--- src/rtl/leitor_rom.sv ---
// Sequential reader for the 512x8 ROM. Issues consecutive addresses from EndInicial,
// absorbs the ROM's one-cycle latency and downstream back-pressure in a 3-entry FIFO,
// and streams the bytes out over a Valido/Pronto handshake.
module leitor_rom (
  input  logic       CLK,
  input  logic       Reset_n,
  input  logic       Iniciar,
  input  logic [8:0] EndInicial,
  input  logic [9:0] Quantidade,
  output logic [8:0] Endereco,
  input  logic [7:0] Dados,
  output logic [7:0] Saida,
  output logic       Valido,
  input  logic       Pronto,
  output logic       Ocupado,
  output logic       Concluido
);

  typedef enum logic [1:0] {StOcioso, StLendo, StEsvaziando} estado_e;

  estado_e     estado_q, estado_d;
  logic [8:0]  endereco_q, endereco_d;
  logic [9:0]  restante_q, restante_d;  // requests still to issue after the current one
  logic        r_q, r_d;                // Endereco holds a real request this cycle
  logic        p_q, p_d;                // Dados holds a requested byte this cycle
  logic        ocupado_q, ocupado_d;
  logic        concluido_q, concluido_d;
  logic [7:0]  fifo_q [3];
  logic [7:0]  fifo_d [3];
  logic [1:0]  cnt_q, cnt_d;

  logic [9:0]  qtd_limitada;
  logic        pop;
  logic [2:0]  ocupacao;
  logic        pode_emitir;
  logic        drenado;
  logic [1:0]  idx_escrita;

  assign Endereco  = endereco_q;
  assign Saida     = fifo_q[0];
  assign Valido    = (cnt_q != 2'd0);
  assign Ocupado   = ocupado_q;
  assign Concluido = concluido_q;

  assign qtd_limitada = (Quantidade > 10'd512) ? 10'd512 : Quantidade;
  assign pop          = Valido && Pronto;
  // Bytes already owned by the pipeline: buffered, returning from ROM, and requested.
  assign ocupacao     = {1'b0, cnt_q} + {2'b00, p_q} + {2'b00, r_q};
  // Issue only if the new request still fits after this edge's pop.
  assign pode_emitir  = ocupacao < (3'd3 + {2'b00, pop});
  // Everything is out of the pipeline once this edge's pop completes.
  assign drenado      = !r_q && !p_q && (cnt_q == {1'b0, pop});

  // Shift-register FIFO: head is always entry 0, so Saida holds still while stalled.
  always_comb begin
    fifo_d      = fifo_q;
    idx_escrita = cnt_q - {1'b0, pop};
    if (pop) begin
      fifo_d[0] = fifo_q[1];
      fifo_d[1] = fifo_q[2];
    end
    if (p_q) begin
      fifo_d[idx_escrita] = Dados;
    end
    cnt_d = cnt_q - {1'b0, pop} + {1'b0, p_q};
  end

  // Control FSM: address issue, request flags and completion signalling.
  always_comb begin
    estado_d    = estado_q;
    endereco_d  = endereco_q;
    restante_d  = restante_q;
    r_d         = 1'b0;
    p_d         = r_q;
    ocupado_d   = ocupado_q;
    concluido_d = 1'b0;
    unique case (estado_q)
      StOcioso: begin
        if (Iniciar) begin
          if (qtd_limitada != 10'd0) begin
            endereco_d = EndInicial;
            r_d        = 1'b1;
            restante_d = qtd_limitada - 10'd1;
            ocupado_d  = 1'b1;
            estado_d   = StLendo;
          end else begin
            concluido_d = 1'b1;
          end
        end
      end
      StLendo: begin
        if (restante_q == 10'd0) begin
          estado_d = StEsvaziando;
        end else if (pode_emitir) begin
          endereco_d = endereco_q + 9'd1;
          r_d        = 1'b1;
          restante_d = restante_q - 10'd1;
        end
      end
      StEsvaziando: begin
        if (drenado) begin
          concluido_d = 1'b1;
          ocupado_d   = 1'b0;
          estado_d    = StOcioso;
        end
      end
      default: estado_d = StOcioso;
    endcase
  end

  // State registers with asynchronous active-low reset.
  always_ff @(posedge CLK or negedge Reset_n) begin
    if (!Reset_n) begin
      estado_q    <= StOcioso;
      endereco_q  <= 9'd0;
      restante_q  <= 10'd0;
      r_q         <= 1'b0;
      p_q         <= 1'b0;
      ocupado_q   <= 1'b0;
      concluido_q <= 1'b0;
      fifo_q      <= '{default: 8'h00};
      cnt_q       <= 2'd0;
    end else begin
      estado_q    <= estado_d;
      endereco_q  <= endereco_d;
      restante_q  <= restante_d;
      r_q         <= r_d;
      p_q         <= p_d;
      ocupado_q   <= ocupado_d;
      concluido_q <= concluido_d;
      fifo_q      <= fifo_d;
      cnt_q       <= cnt_d;
    end
  end

endmodule

--- config.mk ---
export PLATFORM = sky130hd
export DESIGN_NAME = leitor_rom
export DESIGN_NICKNAME = d
export VERILOG_FILES = /design/src/rtl/leitor_rom.sv
export SDC_FILE = /design/constraint.sdc
export NUM_CORES = 1
export LEC_CHECK = 0
export CORE_MARGIN = 2
export CORE_UTILIZATION = 25
export DETAILED_ROUTE_END_ITERATION = 10
export HOLD_SLACK_MARGIN = 0.15
export MAX_ROUTING_LAYER = met4
export PLACE_DENSITY_LB_ADDON = 0.2
export SYNTH_ARGS = -nofsm -noshare
export SYNTH_HDL_FRONTEND = slang
export SYNTH_SLANG_ARGS = --single-unit
--- constraint.sdc ---
create_clock -name CLK -period 2.5 [get_ports CLK]
set_clock_uncertainty 0.05 [all_clocks]
set_input_delay 0.625 -clock CLK [delete_from_list [all_inputs] [get_ports CLK]]
set_output_delay 0.625 -clock CLK [all_outputs]
set_load 0.02 [all_outputs]
After elaboration in Yosys (flattened, before gate mapping)
Cells that the tools add are included.
Word-level totals
  register bits: 51
  bits in latches: 0
  memory bits (writable): 0
  memory bits (read-only): 0
  input bits: 31
  output and inout port bits: 20
  word-level logic and storage cells: 82
  memories kept: 0
Operators by class
  $add $sub $neg: 8
  $mul: 0
  divide/modulo/power cells: 0
  order comparisons: 4
  equality and inequality tests: 9
  shift operators: 0
  multiplexer cells: 34
  bitwise gates (word level): 1
  reduce and logical (&&, ||, !) cells: 15
Operators with widths (count)
  10-bit two-way mux: 5
  9-bit two-way mux: 4
  24-bit bitwise mux: 1
  24-bit two-way mux: 1
  10-bit case mux with 2 select lines: 1
  10-bit by 1-bit subtractor with 10-bit output (second input constant): 2
  9-bit case mux with 2 select lines: 1
  8-bit demux with 2-bit select: 1
  16-bit two-way mux: 1
  2-bit inequality test (second input constant): 6
  10-bit greater-than comparator (second input constant): 1
  10-bit logical NOT: 1
  1-bit two-way mux: 10
  10-bit nonzero test: 1
  9-bit by 1-bit adder with 9-bit output (second input constant): 1
  2-bit two-way mux: 4
  8-bit two-way mux: 1
  4-bit AND reduction: 2
  1-bit case mux with 2 select lines: 3
  2-bit case mux with 3 select lines: 1
  2-bit nonzero test: 3
  5-bit AND reduction: 1
  1-bit logical AND: 4
  2-bit by 1-bit adder with 3-bit output: 1
  other kinds (13): 14

Logic depth before layout (Yosys ltp)
Gate-level depths: netlist of the first run.
  word-level depth: 10
  depth in mapped cells: 12
  gate-level depth less buffers: 10

Worst setup path after synthesis of the first run
No wires, ideal clock.
  path kind: input port to flip-flop
  from: in Pronto
  to: reg fifo_q, in the netlist Saida[5]
  setup time: 136 ps
  arrival: 2457 ps
  data required time: 2314 ps
  setup slack: -143 ps
  cell stages on the path: 10
  path buffers: 4
  path through: o21ai_1 > buf_2 > buf_2 > inv_1 > ha_1 > xnor2_1 > and3_1 > clkbuf_1 > clkbuf_1 > o21ai_0
RTL lines
  start: declaration: line 14  | input logic Pronto,
  end signal: assignment: line 131  | fifo_q <= fifo_d;
  end: declaration: line 28  | logic [7:0] fifo_q [3];

Worst setup path after layout of the first run
  from: reg cnt_q[0]
  to: reg restante_q[0]
On the way
  cells in the longest elaborated chain, start to end: 6
  elaborated cells between the ends (all ways): 8
  classes of those cells: add/sub: 3; order compare: 1; eq/ne: 1; reduce/logical: 3
RTL lines
  start: declaration: line 30  | logic [1:0] cnt_q, cnt_d;
  start signal: assignment: line 132  | cnt_q <= cnt_d;
  branches (longest 3 deep; another with 2-bit by 1-bit adder with 3-bit output)
  3-bit less-than comparator *: line 50  | assign pode_emitir = ocupacao < (3'd3 + {2'b00, pop});
  2-bit inequality test (no line) *
  5-bit AND reduction (no line) *
  end signal: assignment: line 126  | restante_q <= restante_d;
  end: declaration: line 23  | logic [9:0] restante_q, restante_d;
Every way passes the cells marked *.
A chain may end at the register's enable or synchronous reset.

==> results of run 1 <==
[cells by family after synthesis]
kind of cell	Yosys count
AO/OA/AOI/OAI	58
XOR/XNOR	8
adder cells (fa/ha/maj)	8
buffers and inverters	28
flip-flops	51
multiplexers	34
AND/OR/NAND/NOR	107
[layer usage]
| metal | vias up | routed length (microns) |
|---|---|---|
| met1 | 1073 | 3210 |
| met3 | 5 | 177 |
| met4 | 0 | 76 |
| li1 | 1161 | - |
| met5 | - | 0 |
| met2 | 31 | 3120 |
[worst paths after layout]
path | endpoint | cells past startpoint | slack, ps | start
worst max-delay path | restante_q[0] | 9 | 110 | cnt_q[0]
worst min-delay path | cnt_q[1] | 1 | 290 | Reset_n
worst max register to register | restante_q[0] | 9 | 110 | cnt_q[0]
worst min register to register | p_q | 0 | 400 | p_d
max in group asynchronous | Endereco[5] | 2 | 1550 | Reset_n
min in group CLK | p_q | 0 | 400 | p_d
[final cells by class]
cell class / count / area [sq um] / area share [%]
timing repair buffer: 84 / 808 / 20.8
clock buffer: 5 / 125 / 3.22
inverter: 5 / 18.8 / 0.483
sequential: 51 / 1280 / 32.8
tap: 143 / 179 / 4.60
clock inverter: 3 / 28.8 / 0.740
multi-input combinational: 215 / 1450 / 37.4
[where the power goes]
group | total, mW | internal (mW) | leakage [nW] | switching, mW
combinational | 2.89 | 1.48 | 0.966 | 1.41
sequential | 1.57 | 1.24 | 0.620 | 0.330
clock | 0.709 | 0.382 | 0.0759 | 0.327
[layout by cell type (no fill, tap or decap), types with 3 or more instances in the layout]
cell type,synthesis,layout
nand3_1,8,8
o21ai_0,17,16
nor3b_1,3,3
dfrtp_1,51,51
o21ai_1,18,18
nor4_1,5,5
nor2_1,17,16
mux2_2,8,8
ha_1,7,6
buf_4,8,28
nand2b_1,3,3
o22a_1,3,3
clkdlybuf4s50_1,0,49
a21oi_1,13,13
and3_1,6,6
buf_12,0,4
xnor2_1,7,7
nand4_1,3,3
nand2_1,39,39
clkbuf_16,0,5
inv_1,4,4
nor2b_1,7,7
nor3_1,3,3
mux2i_1,21,21
[per-stage QoR]
| stage | setup TNS (ps) | cell area [sq um] | util, % | instances |
|---|---|---|---|---|
| global placement | -2750 | 3690 | 32.7 | 496 |
| CTS | -0.371 | 3840 | 34.1 | 504 |
| floorplan | 0 | 2870 | - | 294 |
| finish | 0 | 3890 | 34.5 | 506 |
| global route | 0 | 3890 | 34.5 | 506 |
| detailed placement | -4030 | 3690 | 32.7 | 496 |
[timing repair]
| item | CTS | global route |
|---|---|---|
| setup endpoints to repair | 1 | 19 |
| setup buffers | 0 | 2 |
| pin swaps | 0 | 4 |
| gates resized for setup | 0 | 7 |
==> summary.txt, run 1 <==
Logic synthesis
  – Post-Synth Adder-Cell Area: 3.77%
  – Compound-cell area share of the yosys netlist: 11.3%
  – Syn Area/Cell: 9.71 sq um
  – Post-synth top area cell: dfrtp_1
  – Top cell type's share of synthesized area: 44.7%
  – Post-synthesis mux area share: 13.0%
  – Mapped Cells: 294
  – Largest family of logic cells by synthesized area: simple AND/OR/NAND/NOR gates
  – Most common cell in the netlist: dfrtp_1
  – Synthesis-stage register bit count: 51
  – Synth cell count leaders: 51 x dfrtp_1, 39 x nand2_1, 21 x mux2i_1
  – FFs w/ async S/R, synth: 100%
  – Register area share after synthesis: 44.7%
  – Xor-xnor portion of the synthesized cell area: 2.45%
  – Simple-gate portion of the synthesized area: 19.3%
  – Mapped Nets: 333
  – Top FF cell, synth: dfrtp_1
  – Warnings, synthesis: 0
  – Post-synthesis cell type count: 46
  – Post-synth EDFFs: 0
  – Leading post-synthesis cells by cell area: dfrtp_1 45%, mux2i_1 7.4%, nand2_1 5.1%, o21ai_1 3.2%, mux2_2 3.2%
  – Mapped Area: 2860 sq um

Cells and area
  – Layout cells sized above 1: 19.0%
  – Fill count: 1136
  – Synthesis-to-layout area growth: 36.2%
  – N_diodes: 0
  – Final nets: 401

Die
  – Die height: 111 microns
  – Die W: 111 microns
  – Die Area: 12300 sq um
  – Core ar.: 11300 sq um
  – Initial Util: 25.3%
  – Row Count: 39
  – # IOs: 51

STA
  – Min setup slack post-route: 110 ps
  – Worst hold margin: 290 ps
  – Fmax: 418 MHz
  – Endpoints failing hold: 0
  – Fin crit period: 2390 ps
  – Unrepaired setup endpoints after global routing: false
  – Worst relative slew slack: 58.7%
  – Final setup violation count: 0
  – Slew Limit Fails: 0
  – Slew @ Worst Pin: 619 ps
  – Final period utilization: 95.6%

GRT
  – Met3 GRT Util: 1.86%
  – First-pass GRT wire length: 11.2 mm
  – Total track usage: 11.2%
  – Vias in the first global route: 2280
  – GRT met1 Usage: 14.6%
  – Initial antenna violation count: 0
  – Global-route layer with the greatest usage: met2
  – GRT met2 Usage: 18.4%
  – Largest net degree at the start of global routing: 29
  – Grt ovf: 0

Critical path
  – Worst path max stage delay: 420 ps
  – CP Max Fanout: 6
  – CP delay by family, top: adder cells
  – Crit path cell chain: fa_2 -> ha_4 -> ha_1 -> o21ai_1 -> a21oi_1 -> nor3_2 -> nor2_4 -> inv_2 -> mux2_4
  – Arrival @ worst endpoint: 2510 ps
  – CP endpoint kind: flop
  – Kind of critical path: flop to flop
  – Crit path launch type: flop
  – Crit-path slowest cell: fa_2
  – Bufs and invs on worst path: 1
  – Worst EP required: 2620 ps

Job
  – Total of max-cap violations: 0

Place
  – Gpl congestion: 0.761
  – Post-DP HPWL: 4.99 mm
  – Port bufs: 50
  – Pre-CTS setup slack: -176 ps

Power
  – LEAKAGE: 1.66 nW
  – Overall Power: 5.17 mW
  – Power Dens Cells: 1330 nW/um^2
  – VDD IR max: 485 uV

Worst hold path
  – Tightest Hold Check Type: primary input to asynchronous set/reset pin

Route
  – Post-route DRC violation count: 0
  – Drt pass-1 iters: 4
  – Avg Vias per Cell: 4.49
  – Total Routed Length: 6.59 mm
  – Post-DRT Antenna Nets: 0
  – Vias: 2270
  – Wire per inst: 13.0 microns
  – Initial DRC Count: 50

Clock network
  – CTS tree: done
  – CTS max path bufs: 2
  – Skew-Pair Late Insertion Delay: 290 ps
  – TritonCTS sink count: 51
  – Clock-pin transition on the worst setup and hold timing paths: 70 ps
  – CTS H-Tree Depth: 2
  – Post-CTS Hold Fix Bufs: 0
  – CTS root buf: clkbuf_16
  – Inserted Clock Buffers: 5

Status
  – Status: finished, final reports clean
Power figures use the tool's default switching activity.
==> run 2: changes to the inputs <==
--- a/config.mk
+++ b/config.mk
@@ -5,6 +5,7 @@
 export SDC_FILE = /design/constraint.sdc
 export NUM_CORES = 1
 export LEC_CHECK = 0
+export ABC_AREA = 1
 export CORE_MARGIN = 2
 export CORE_UTILIZATION = 25
 export DETAILED_ROUTE_END_ITERATION = 10
==> constraint.sdc (replaced) <==
create_clock -name CLK -period 2.6 [get_ports CLK]
set_clock_uncertainty 0.05 [all_clocks]
set_input_delay 0.65 -clock CLK [delete_from_list [all_inputs] [get_ports CLK]]
set_output_delay 0.65 -clock CLK [all_outputs]
set_load 0.02 [all_outputs]
==> run 2 against run 1 <==
Synthesized area grew 7.1%. Flip-flop and latch count is the same. Total power grew 6.2%. Synthesized cell count grew 30%. First-iteration DRC count grew to 3.8 times the previous value. Non-clock buffer count shrank 9. Clock-buffer cell count is the same. Worst setup slack gained 190 ps. Global-route usage grew 1.4 points. Die area grew 6.8%. Hold slack gained 18 ps. Sequential power shrank 6%.
==> summary.txt, run 2 <==
Status
  – Status: finished, final reports clean (unchanged)

Logic synthesis
  – Compound-cell area share of the yosys netlist: 11.4% (was 11.3%)
  – Mapped Cells: 383 (was 294)
  – Post-synth top area cell: dfrtp_1 (unchanged)
  – Post-Synth Adder-Cell Area: 3.52% (was 3.77%)
  – Post-synthesis mux area share: 2.58% (was 13.0%)
  – Top FF cell, synth: dfrtp_1 (unchanged)
  – Synth cell count leaders: 105 x nand2_1, 51 x dfrtp_1, 40 x inv_1 (was 51 x dfrtp_1, 39 x nand2_1, 21 x mux2i_1)
  – Syn Area/Cell: 7.98 sq um (was 9.71 sq um)
  – Leading post-synthesis cells by cell area: dfrtp_1 42%, nand2_1 13%, nand3_1 5.2%, inv_1 4.9%, o21ai_0 3.9% (was dfrtp_1 45%, mux2i_1 7.4%, nand2_1 5.1%, o21ai_1 3.2%, mux2_2 3.2%)
  – FFs w/ async S/R, synth: 100% (unchanged)
  – Synthesis-stage register bit count: 51 (unchanged)
  – Most common cell in the netlist: nand2_1 (was dfrtp_1)
  – Xor-xnor portion of the synthesized cell area: 1.72% (was 2.45%)
  – Warnings, synthesis: 0 (unchanged)
  – Top cell type's share of synthesized area: 41.8% (was 44.7%)
  – Mapped Nets: 422 (was 333)
  – Register area share after synthesis: 41.8% (was 44.7%)
  – Simple-gate portion of the synthesized area: 29.1% (was 19.3%)
  – Mapped Area: 3060 sq um (was 2860 sq um)
  – Largest family of logic cells by synthesized area: simple AND/OR/NAND/NOR gates (unchanged)
  – Post-synthesis cell type count: 46 (unchanged)
  – Post-synth EDFFs: 0 (unchanged)

Cells and area
  – Synthesis-to-layout area growth: 30.0% (was 36.2%)
  – Most common cell after layout, fill and taps aside: nand2_1 (was dfrtp_1)
  – Commonest cells after routing, fill and taps aside: 105 x nand2_1, 51 x dfrtp_1, 49 x clkdlybuf4s50_1, 40 x inv_1, 32 x nand3_1 (was 51 x dfrtp_1, 49 x clkdlybuf4s50_1, 39 x nand2_1, 28 x buf_4, 21 x mux2i_1)
  – Final core occ: 33.2% (was 34.5%)
  – Layout cells sized above 1: 15.9% (was 19.0%)
  – Fill count: 1227 (was 1136)
  – Final nets: 484 (was 401)
  – N_diodes: 0 (unchanged)

GRT
  – Grt ovf: 0 (unchanged)
  – Total track usage: 12.6% (was 11.2%)
  – Met3 GRT Util: 2.12% (was 1.86%)
  – Initial antenna violation count: 0 (unchanged)
  – Global-route layer with the greatest usage: met2 (unchanged)
  – Vias in the first global route: 2734 (was 2280)
  – First-pass GRT wire length: 13.0 mm (was 11.2 mm)
  – GRT met1 Usage: 15.9% (was 14.6%)
  – GRT met2 Usage: 21.5% (was 18.4%)
  – Largest net degree at the start of global routing: 31 (was 29)

Clock network
  – Clock-pin transition on the worst setup and hold timing paths: 70 ps (about the same)
  – CTS H-Tree Depth: 2 (unchanged)
  – Post-CTS Hold Fix Bufs: 0 (unchanged)
  – # resized after CTS: 0 (unchanged)
  – Post-CTS Setup Bufs: 0 (unchanged)
  – Inserted Clock Buffers: 5 (unchanged)
  – CTS tree: done (unchanged)
  – CTS root buf: clkbuf_16 (unchanged)
  – TritonCTS sink count: 51 (unchanged)
  – CTS max path bufs: 2 (unchanged)
  – Skew-Pair Late Insertion Delay: 290 ps (about the same)

Die
  – Core ar.: 12000 sq um (was 11300 sq um)
  – # IOs: 51 (unchanged)
  – Die Area: 13100 sq um (was 12300 sq um)
  – Die height: 115 microns (was 111 microns)
  – Initial Util: 25.6% (was 25.3%)
  – Die W: 115 microns (was 111 microns)
  – Row Count: 40 (was 39)

Critical path
  – Arrival @ worst endpoint: 2420 ps (was 2510 ps)
  – Crit-path slowest cell: clkdlybuf4s50_1 (was fa_2)
  – FF-to-FF path depth: 9 (unchanged)
  – Crit path launch type: primary input (was flop)
  – Cell repeated most along the worst path: buf_4
  – Crit path cell chain: clkdlybuf4s50_1 -> o21a_1 -> buf_4 -> ha_1 -> or2_2 -> nand3_1 -> buf_4 -> mux2_2 (was fa_2 -> ha_4 -> ha_1 -> o21ai_1 -> a21oi_1 -> nor3_2 -> nor2_4 -> inv_2 -> mux2_4)
  – CP endpoint kind: flop (unchanged)
  – Worst EP required: 2720 ps (was 2620 ps)
  – Kind of critical path: primary input to flop (was flop to flop)
  – Worst path max stage delay: 420 ps (about the same)
  – CP Max Fanout: 9 (was 6)

Power
  – Power Dens Cells: 1380 nW/um^2 (was 1330 nW/um^2)
  – Logic pwr share: 60.3% (was 55.9%)
  – VDD IR max: 717 uV (was 485 uV)
  – Clk pwr share: 12.7% (was 13.7%)
  – Switch share: 45.5% (was 39.9%)
  – P_sw: 2.50 mW (was 2.06 mW)
  – Sequential share of power: 26.9% (was 30.4%)
  – LEAKAGE: 1.88 nW (was 1.66 nW)
  – Power Internal: 2.99 mW (was 3.10 mW)

Route
  – Wire per inst: 12.7 microns (was 13.0 microns)
  – Post-DRT Antenna Nets: 0 (unchanged)
  – Drt pass-1 iters: 4 (unchanged)
  – Avg Vias per Cell: 4.55 (was 4.49)
  – Post-route DRC violation count: 0 (unchanged)
  – Vias: 2698 (was 2270)
  – Initial DRC Count: 189 (was 50)
  – Total Routed Length: 7.52 mm (was 6.59 mm)

STA
  – Fmax: 435 MHz
  – Min setup slack post-route: 300 ps (was 110 ps)
  – Final setup violation count: 0 (unchanged)
  – Endpoints failing hold: 0 (unchanged)
  – Slew @ Worst Pin: 599 ps (was 619 ps)
  – Fin crit period: 2300 ps
  – Slew Limit Fails: 0 (unchanged)
  – Unrepaired setup endpoints after global routing: false (unchanged)
  – Final period utilization: 88.5%
  – Worst relative slew slack: 60.1% (was 58.7%)
  – Setup TNS Final: 0 ps (unchanged)

Place
  – Pre-CTS setup slack: -14.9 ps (was -176 ps)
  – Post-DP HPWL: 5.52 mm (was 4.99 mm)
  – Port bufs: 50 (unchanged)
  – Gpl congestion: 0.782 (was 0.761)

Job
  – Total of max-cap violations: 0 (unchanged)

Worst hold path
  – Tightest Hold Check Type: primary input to asynchronous set/reset pin (unchanged)
## run 2: worst max-delay path: cells and delay by family
family	cells	cell delay, ps
buf+inv	3	750
mux	1	340
simple gates	2	370
compound gates	1	120
fa+ha+maj	1	190
## run 2: per-layer routing
layer	share of wire [%]	up-vias	wire [microns]
li1	-	1371	-
met4	0.37	0	28
met3	3.1	2	235
met2	49	44	3700
met1	47	1281	3560
met5	0	-	0
## run 2: cells by family after synthesis
family	count (synthesis)
buffers and inverters	63
AND/OR/NAND/NOR	192
AO/OA/AOI/OAI	56
multiplexers	7
flip-flops	51
adder cells (fa/ha/maj)	8
XOR/XNOR	6
## run 2: per-stage QoR
step	instance area, sq um	power, mW	hold slack (ps)	cells
5_1_grt	3980	6.05	339	593
3_5_place_dp	3820	4.84	390	585
3_3_place_gp	3820	4.77	390	585
2_1_floorplan	3060	3.84	304	383
4_1_cts	3980	5.57	332	593
6_report	3980	5.49	308	593
## run 2: cell type report
| cell class | count | area, sq um | area share (%) |
|---|---|---|---|
| multi-input combinational | 269 | 1480 | 37.1 |
| sequential | 51 | 1280 | 32.1 |
| timing repair buffer | 75 | 721 | 18.1 |
| tap | 147 | 184 | 4.63 |
| inverter | 43 | 164 | 4.12 |
| clock buffer | 5 | 125 | 3.15 |
| clock inverter | 3 | 28.8 | 0.724 |
## run 2: path summary, 6_finish.rpt
path	startpoint	slack (ps)	to
worst max register to register	p_q	310	Endereco[4]
worst min-delay path	Reset_n	310	estado_q[1]
worst min register to register	p_d	400	p_q
worst max-delay path	Pronto	300	flop
max in group asynchronous	Reset_n	1630	asynchronous set/reset pin
min in group CLK	p_d	400	p_q
## run 2: power by group through the flow
stage	clock network, mW	logic, mW	registers (mW)
after detailed placement	0	3.35	1.49
after floorplan	0	2.35	1.50
after CTS	0.724	3.36	1.48
after global placement	0	3.29	1.48
final	0.699	3.31	1.48
after global routing	0.757	3.76	1.54
==> run 3: changes to the inputs <==
--- a/config.mk
+++ b/config.mk
@@ -5,7 +5,6 @@
 export SDC_FILE = /design/constraint.sdc
 export NUM_CORES = 1
 export LEC_CHECK = 0
-export ABC_AREA = 1
 export CORE_MARGIN = 2
 export CORE_UTILIZATION = 25
 export DETAILED_ROUTE_END_ITERATION = 10
==> run 3 against run 2 <==
Clock-buffer cell count grew 1. Final area shrank 2.0%. Highest routed layer unchanged. Total power shrank 6.6%. First-iteration DRC count shrank 53%. Non-clock buffer count grew 10. Via count shrank 16%. Wire length shrank 11%. Clock power grew 10%. Sequential share of layout area grew 0.66 points. Worst setup slack lost 200 ps. Register-to-register slack lost 210 ps. Sequential power is essentially flat.
==> summary.txt, run 3 (synthesis gave the netlist of run 1 again) <==
Status
  – Status: finished, final reports clean (unchanged)

Die
  – Die height: 111 microns (was 115 microns)
  – Die W: 111 microns (was 115 microns)
  – Row Count: 39 (was 40)
  – Initial Util: 25.3% (was 25.6%)
  – Die Area: 12300 sq um (was 13100 sq um)
  – Core ar.: 11300 sq um (was 12000 sq um)
  – # IOs: 51 (unchanged)

STA
  – Slew Limit Fails: 0 (unchanged)
  – Setup TNS Final: 0 ps (unchanged)
  – Min setup slack post-route: 103 ps (was 300 ps)
  – Worst hold margin: 310 ps (was 308 ps)
  – Final setup violation count: 0 (unchanged)
  – Slew @ Worst Pin: 645 ps (was 599 ps)
  – Fin crit period: 2500 ps (was 2300 ps)
  – Final period utilization: 96.0% (was 88.5%)
  – Fmax: 400 MHz (was 435 MHz)
  – Worst relative slew slack: 57.0% (was 60.1%)
  – Endpoints failing hold: 0 (unchanged)

Cells and area
  – Fill count: 1147 (was 1227)
  – Fin area: 3890 sq um (was 3980 sq um)
  – N_diodes: 0 (unchanged)
  – Most common cell after layout, fill and taps aside: dfrtp_1 (was nand2_1)
  – Final nets: 402 (was 484)
  – Commonest cells after routing, fill and taps aside: 51 x dfrtp_1, 49 x clkdlybuf4s50_1, 39 x nand2_1, 33 x buf_4, 21 x mux2i_1 (was 105 x nand2_1, 51 x dfrtp_1, 49 x clkdlybuf4s50_1, 40 x inv_1, 32 x nand3_1)
  – Layout cells sized above 1: 20.1% (was 15.9%)
  – Synthesis-to-layout area growth: 36.4% (was 30.0%)

GRT
  – Initial antenna violation count: 0 (unchanged)
  – First-pass GRT wire length: 11.2 mm (was 13.0 mm)
  – Vias in the first global route: 2286 (was 2734)
  – Total track usage: 11.4% (was 12.6%)
  – Largest net degree at the start of global routing: 29 (was 31)
  – Grt ovf: 0 (unchanged)

Critical path
  – Kind of critical path: flop to flop (was primary input to flop)
  – Worst path max stage delay: 430 ps (was 420 ps)
  – Crit path cell chain: fa_2 -> ha_4 -> ha_4 -> o21ai_2 -> a21oi_2 -> nor3_2 -> nor2_2 -> buf_4 -> or3_1 -> nand4_1 (was clkdlybuf4s50_1 -> o21a_1 -> buf_4 -> ha_1 -> or2_2 -> nand3_1 -> buf_4 -> mux2_2)
  – Crit path launch type: flop (was primary input)
  – Cell repeated most along the worst path: ha_4 (was buf_4)
  – CP endpoint kind: flop (unchanged)
  – Arrival @ worst endpoint: 2670 ps (was 2420 ps)
  – Worst EP required: 2770 ps (was 2720 ps)
  – Crit-path slowest cell: fa_2 (was clkdlybuf4s50_1)
  – CP Max Fanout: 3 (was 9)

Route
  – Avg Vias per Cell: 4.50 (was 4.55)
  – Drt pass-1 iters: 4 (unchanged)
  – Post-DRT Antenna Nets: 0 (unchanged)
  – Initial DRC Count: 89 (was 189)
  – Total Routed Length: 6.69 mm (was 7.52 mm)
  – Post-route DRC violation count: 0 (unchanged)
  – Vias: 2279 (was 2698)
  – Met2 wire len: 3.18 mm (was 3.70 mm)
  – Top sig layer: met4 (unchanged)
  – Wire per inst: 13.2 microns (was 12.7 microns)
  – Wire length on met3: 148 microns (was 235 microns)
  – Met1 WL: 3.27 mm (was 3.56 mm)

Clock network
  – Skew-Pair Late Insertion Delay: 290 ps (about the same)
  – CTS H-Tree Depth: 2 (unchanged)
  – CTS root buf: clkbuf_16 (unchanged)
  – CTS max path bufs: 2 (unchanged)
  – Post-CTS Hold Fix Bufs: 0 (unchanged)
  – Clock-pin transition on the worst setup and hold timing paths: 70 ps (about the same)
  – Inserted Clock Buffers: 5 (unchanged)
  – TritonCTS sink count: 51 (unchanged)
  – CTS tree: done (unchanged)

Place
  – Gpl congestion: 0.775 (was 0.782)
  – Post-DP HPWL: 5.03 mm (was 5.52 mm)
  – Area of placed instances: 3670 sq um (was 3820 sq um)
  – Pre-CTS setup slack: -208 ps (was -14.9 ps)
  – Port bufs: 50 (unchanged)

Power
  – Power Dens Cells: 1320 nW/um^2 (was 1380 nW/um^2)
  – LEAKAGE: 1.66 nW (was 1.88 nW)
  – VDD IR max: 436 uV (was 717 uV)

Job
  – Total of max-cap violations: 0 (unchanged)

Worst hold path
  – Tightest Hold Check Type: primary input to asynchronous set/reset pin (unchanged)
==> run 3: final cells by class <==
cell class | count | area (sq um) | area share (%)
inverter | 5 | 18.8 | 0.482
sequential | 51 | 1280 | 32.8
multi-input combinational | 215 | 1460 | 37.6
tap | 143 | 179 | 4.59
clock buffer | 6 | 139 | 3.57
timing repair buffer | 85 | 783 | 20.1
clock inverter | 2 | 35.0 | 0.899
==> run 3: critical path: cells and delay by family (launching register included) <==
family | cells | cell delay [ps]
compound gates | 2 | 180
fa+ha+maj | 3 | 910
buf+inv | 1 | 150
flops | 1 | 410
simple gates | 4 | 730
==> run 3: layer usage <==
layer / track usage, % / up-vias
li1: - / 1156
met1: 14.9 / 1087
met2: 18.2 / 27
met3: 2.19 / 9
met4: 3.25 / 0
met5: - / -
==> run 3: power by group <==
part,switching (mW),internal [mW],leakage [nW]
clock network,0.291,0.479,0.0868
logic,1.39,1.46,0.956
registers,0.310,1.19,0.620
total,1.99,3.14,1.66
==> run 3: timing repair <==
item,in CTS,in global routing
setup endpoints to repair,0,9
buffers inserted,0,2
gates resized for setup,0,7
==> run 3: path summary, 6_finish.rpt <==
check	startpoint	end	slack (ps)	cells after the start
min in group CLK	p_d	p_q	400	0
worst max-delay path	cnt_q[0]	restante_q[6]	100	10
worst max register to register	cnt_q[0]	restante_q[6]	100	10
worst min-delay path	Reset_n	Endereco[7]	310	1
max in group asynchronous	Reset_n	Saida[6]	1630	2
worst min register to register	p_d	p_q	400	0
==> run 3: metrics by stage <==
stage,util (%),power (mW),instances
3_3_place_gp,32.6,4.22,497
6_report,34.6,5.13,507
2_1_floorplan,-,3.26,294
5_1_grt,34.6,5.55,507
4_1_cts,34.1,5.06,505
3_5_place_dp,32.6,4.27,497
